$ cat config.mk
export PLATFORM = sky130hd
export DESIGN_NAME = hilo_sched
export DESIGN_NICKNAME = d
export VERILOG_FILES = /design/src/rtl/hilo_sched.sv
export SDC_FILE = /design/constraint.sdc
export NUM_CORES = 1
export LEC_CHECK = 0
export CAP_MARGIN = 5
export CORE_AREA = 10 10 92 94
export DETAILED_ROUTE_END_ITERATION = 16
export DIE_AREA = 0 0 102 104
export DONT_BUFFER_PORTS = 1
export PLACE_DENSITY_LB_ADDON = 0.25
export RECOVER_POWER = 50
export SLEW_MARGIN = 25
export SYNTH_ARGS = -nofsm -noshare
export SYNTH_HDL_FRONTEND = slang
export SYNTH_SLANG_ARGS = --single-unit
export TNS_END_PERCENT = 5
$ cat constraint.sdc
create_clock -name clock -period 2.92 [get_ports clock]
set_input_delay 0.292 -clock clock [delete_from_list [all_inputs] [get_ports clock]]
set_output_delay 0.292 -clock clock [all_outputs]
set_load 0.005 [all_outputs]
$ cat src/rtl/hilo_sched.sv
// Divide/HILO sequencer: launches the iterative divider, times its latency, strobes the HILO write
// and stalls HI/LO users in EX while a divide is in flight. HILO_SCHED_PERF_EN builds perf counters.
module hilo_sched #(
   parameter int DIV_CYCLES = 32,
   parameter int CNT_W      = 6
) (
   input  logic        clock,
   input  logic        reset,
   input  logic        EX_Stall,
   input  logic        EX_Flush,
   input  logic        Op_Div,
   input  logic        Op_Divu,
   input  logic        Op_HiloAcc,
   input  logic        Div_Kill,
   input  logic [31:0] A,
   input  logic [31:0] B,
   output logic        Div_Start,
   output logic        Div_Signed,
   output logic [31:0] Div_A,
   output logic [31:0] Div_B,
   output logic        Hilo_Wr,
   output logic        Busy,
   output logic        ALU_Stall,
   output logic [31:0] Perf_Stalls,
   output logic [31:0] Perf_Divs
);

   typedef enum logic [1:0] {IDLE, BUSY, COMMIT} state_t;

   state_t           state, state_n;
   logic [CNT_W-1:0] cnt, cnt_n;
   logic             start_n, wr_n, sgn_n;
   logic [31:0]      a_n, b_n;
   logic             issue;

   assign issue     = (Op_Div | Op_Divu) & ~EX_Stall & ~EX_Flush;
   assign Busy      = (state != IDLE);
   // Held through COMMIT so an EX-stage HILO write can never land on top of Hilo_Wr.
   assign ALU_Stall = Busy & (Op_Div | Op_Divu | Op_HiloAcc) & ~EX_Flush;

   always_ff @(posedge clock or posedge reset) begin
      if (reset) begin
         state      <= IDLE;
         cnt        <= '0;
         Div_Start  <= 1'b0;
         Hilo_Wr    <= 1'b0;
         Div_Signed <= 1'b0;
         Div_A      <= '0;
         Div_B      <= '0;
      end else begin
         state      <= state_n;
         cnt        <= cnt_n;
         Div_Start  <= start_n;
         Hilo_Wr    <= wr_n;
         Div_Signed <= sgn_n;
         Div_A      <= a_n;
         Div_B      <= b_n;
      end
   end

   always_comb begin
      state_n = state;
      cnt_n   = cnt;
      start_n = 1'b0;
      wr_n    = 1'b0;
      sgn_n   = Div_Signed;
      a_n     = Div_A;
      b_n     = Div_B;
      case (state)
         IDLE: begin
            if (issue) begin
               a_n     = A;
               b_n     = B;
               sgn_n   = Op_Div;
               start_n = 1'b1;
               cnt_n   = CNT_W'(DIV_CYCLES - 1);
               state_n = BUSY;
            end
         end
         BUSY: begin
            // A kill on the final count still wins: nothing has been written yet.
            if (Div_Kill) begin
               cnt_n   = '0;
               state_n = IDLE;
            end else if (cnt == '0) begin
               wr_n    = 1'b1;
               state_n = COMMIT;
            end else begin
               cnt_n = cnt - 1'b1;
            end
         end
         COMMIT:  state_n = IDLE;
         default: state_n = IDLE;
      endcase
   end

`ifdef HILO_SCHED_PERF_EN
   always_ff @(posedge clock or posedge reset) begin
      if (reset) begin
         Perf_Stalls <= '0;
         Perf_Divs   <= '0;
      end else begin
         if (ALU_Stall && Perf_Stalls != 32'hFFFF_FFFF) Perf_Stalls <= Perf_Stalls + 1'b1;
         if (state == COMMIT && Perf_Divs != 32'hFFFF_FFFF) Perf_Divs <= Perf_Divs + 1'b1;
      end
   end
`else
   assign Perf_Stalls = '0;
   assign Perf_Divs   = '0;
`endif

endmodule

==> impl_results.md <==
- Status: finished with violations
- Failing checks: capacitance limit, slew limit
- Clock Latency Late Sink: 0.34 ns
- Largest net degree at the start of global routing: 76
- Min-Delay Path Class: in2reg
- Area growth syn-to-layout: 2.577%
- Initial DRC count: 50
- Seq/Total Area, Yosys: 54.45%
- Num rows: 30
- Final period util: 72.02%
- Share of layout cells above drive strength 1: 31.50%
- CTS tree: yes
- Endpoints failing hold: 0
- Worst Setup End Kind: async pin
- I/O Buffers: 0
- Top Ports: 205
- Storage cell area: 0.001877 mm^2
- First-pass iteration count of the detailed router: 4
- Place WS: 0.8914 ns
- Mapped Cells: 263
- RePlAce Congestion: 0.7759
- #FFs+latches synth: 75
- ANT nets after route: 0
- Vias in the first global route: 1,944
- Post-route setup slack: 0.8169 ns
- Crit-path cells: dlygate4sd3_1, clkinv_1, clkbuf_2
- Remaining global-route overflow: 0
- FILL cells: 558
- Worst-path maximum fanout: 75
- Final min period: 2.103 ns
- TNS Setup: 0 ns
- Crit path required time: 3.03 ns
- Core box area: 0.006681 mm^2
- Tightest Pin Transition: 1.784 ns
- Avg Synthesized Cell Area: 13.11 um^2
- Static leakage: 0.001621 uW
- Fmax: 0.4755 GHz
- Unique cell type count in the Yosys netlist: 31
- CP max stage cell: clkbuf_2
- DP HPWL: 5750 um
- Clk pin slew, worst setup/hold paths: 0.08 ns
- Setup violators final: 0
- Mean routed wirelength per cell: 21.07 um
- First-pass GRT wire length: 10,890 um
- CTS buffer count: 9
- RSZ-0062 raised after global routing: false
- CP peak stage delay: 1.26 ns
- Slew margin rel.: -18.91%
- Final wirelength: 7439 um
- Die area: 0.01061 mm^2
- Ys Warns: 0
- Max Cap Viol: 1
- Vias per inst: 5.150
- Mapped Area: 0.003447 mm^2
- Htree depth: 3
- Diodes inserted: 0
- Critical path class: in2async
- Multi-input combinational cell area: 0.001284 mm^2
- Clock Skews: 0.008574 ns
- Initial Utilization: 51.59%
- Overall Global Routing Usage: 13.25%
- DRC viols: 0
- Peak VDD IR: 0.3970 mV
- Initial antenna violation count: 0
- Final nets: 343
- Slew Limit Fails: 76
- Die width: 102 um
- Vias: 1,818
- Clock buffer depth: 2
- CP arrival: 2.22 ns
- Post-CTS Repair Setup Buffers: 0
- Sink Count: 75
- PD cells: 782.9 mW/mm^2
- Type of origin of the critical path: primary input
- Root Driver: clkbuf_8
- Chip height: 104 um
-- kinds of logic (layout without fill, tap and decap cells) --
family	count (synthesis)	count (layout)	synth area share [%]
and+or+nand+nor	27	27	4.355
adders and majority gates	2	2	0.7258
muxes	65	65	21.23
DFF	75	75	54.45
other	1	64	0.1088
buffers and inverters	78	25	15.54
AOI/OAI and AO/OA	15	15	3.593
-- layout make-up --
cell class / count / area share [%]
inverters: 6 / 0.6369
clock buffers: 11 / 3.716
repair buffers: 4 / 1.274
multi-input cells: 173 / 36.31
clock inverters: 4 / 2.159
flip-flops and latches: 75 / 53.08
well taps: 80 / 2.831
-- critical path, delay by kind of cell --
kind                   cells  cell delay [ns]
buffers and inverters      3             1.86
-- worst paths after layout --
kind,depth (start not counted),start,end,slack (ns)
min in group asynchronous,3,reset,cnt[4],1.03
min reg2reg,1,Div_A[7],Div_A[7],0.54
min,1,Div_Kill,cnt[5],0.03
max,3,reset,state[1],0.82
max in group clock,4,cnt[2],cnt[5],0.87
max reg2reg,4,cnt[2],cnt[5],0.87
-- cells in the final DEF, fill, tap and decap left out, types with 2 or more instances in the layout --
cell type / netlist / routed
ha_1: 2 / 2
inv_1: 6 / 5
nor2_1: 6 / 6
a21oi_1: 3 / 3
o22a_1: 2 / 2
clkbuf_8: 0 / 9
mux2_2: 65 / 65
dfrtp_1: 75 / 75
nor2b_1: 2 / 2
conb_1: 1 / 64
clkbuf_1: 1 / 2
or4_1: 2 / 2
nand2_1: 3 / 3
o31ai_1: 2 / 2
nand2b_1: 2 / 2
nor3_1: 4 / 4
dlygate4sd3_1: 0 / 2
nor4_1: 2 / 2
bufinv_16: 0 / 2
o221a_2: 2 / 2
nor3b_1: 2 / 2
-- per-layer routing --
layer  up-vias  part of all wire [%]  GRT usage [%]
li1        791                     -              -
met1       880                    31          12.14
met2       138                    50          22.42
met4         0                   1.3          5.746
met3         9                    17          8.372
met5         -                     0              0
-- registers in the layout, indices dropped and copies added, names as in the netlist --
| name | flops |
|---|---|
| Div_A | 32 |
| Div_B | 32 |
| Div_Signed | 1 |
| Div_Start | 1 |
| Hilo_Wr | 1 |
| cnt | 6 |
| state | 2 |
-- where the power goes --
group          internal (uW)  switching (uW)
registers               1300             227
clock network            479             360
logic                    236             171
-- metrics by stage --
stage          util [%]  total power [uW]  hold WS (ns)  instances  cell area, um^2
2_1_floorplan         -              1876        0.4425        326             3684
3_3_place_gp      49.74              1937        0.3015        336             3323
3_5_place_dp      49.74              1962        0.3040        336             3323
4_1_cts           53.15              2826      0.006695        353             3551
5_1_grt           52.92              2941      0.008902        353             3536
6_report          52.92              2768       0.02838        353             3536
-- synthesized netlist by cell type --
library cell	n	area, um^2
a21oi_1	3	15.01
o21ai_0	1	5.000
buf_1	5	18.77
nand2_1	3	11.26
and3_1	1	6.260
mux2_2	65	732.0
clkbuf_1	1	3.750
nor2_1	6	22.52
o22ai_1	1	6.260
o41ai_1	1	8.760
buf_4	64	480.5
nand2b_1	2	12.51
conb_1	1	3.750
dfrtp_1	75	1877
or2_2	1	6.260
nor3_1	4	20.02
o31ai_1	2	15.01
nand3_1	1	5.000
or3_4	1	11.26
inv_1	6	22.52
nor2b_1	2	12.51
a211o_1	1	8.760
or4_1	2	15.01
nor3b_1	2	15.01
a221oi_2	1	15.01
o32a_1	1	10.01
o221a_2	2	22.52
nor4_1	2	12.51
buf_2	2	10.01
o22a_1	2	17.52
ha_1	2	25.02
-- timing repair --
action | 4_1_cts | 5_1_grt
resized for setup | 0 | 0
endpoints found under the hold margin | 77 | 0
hold buffers | 2 | 0
(Power assumes the default switching activity.)
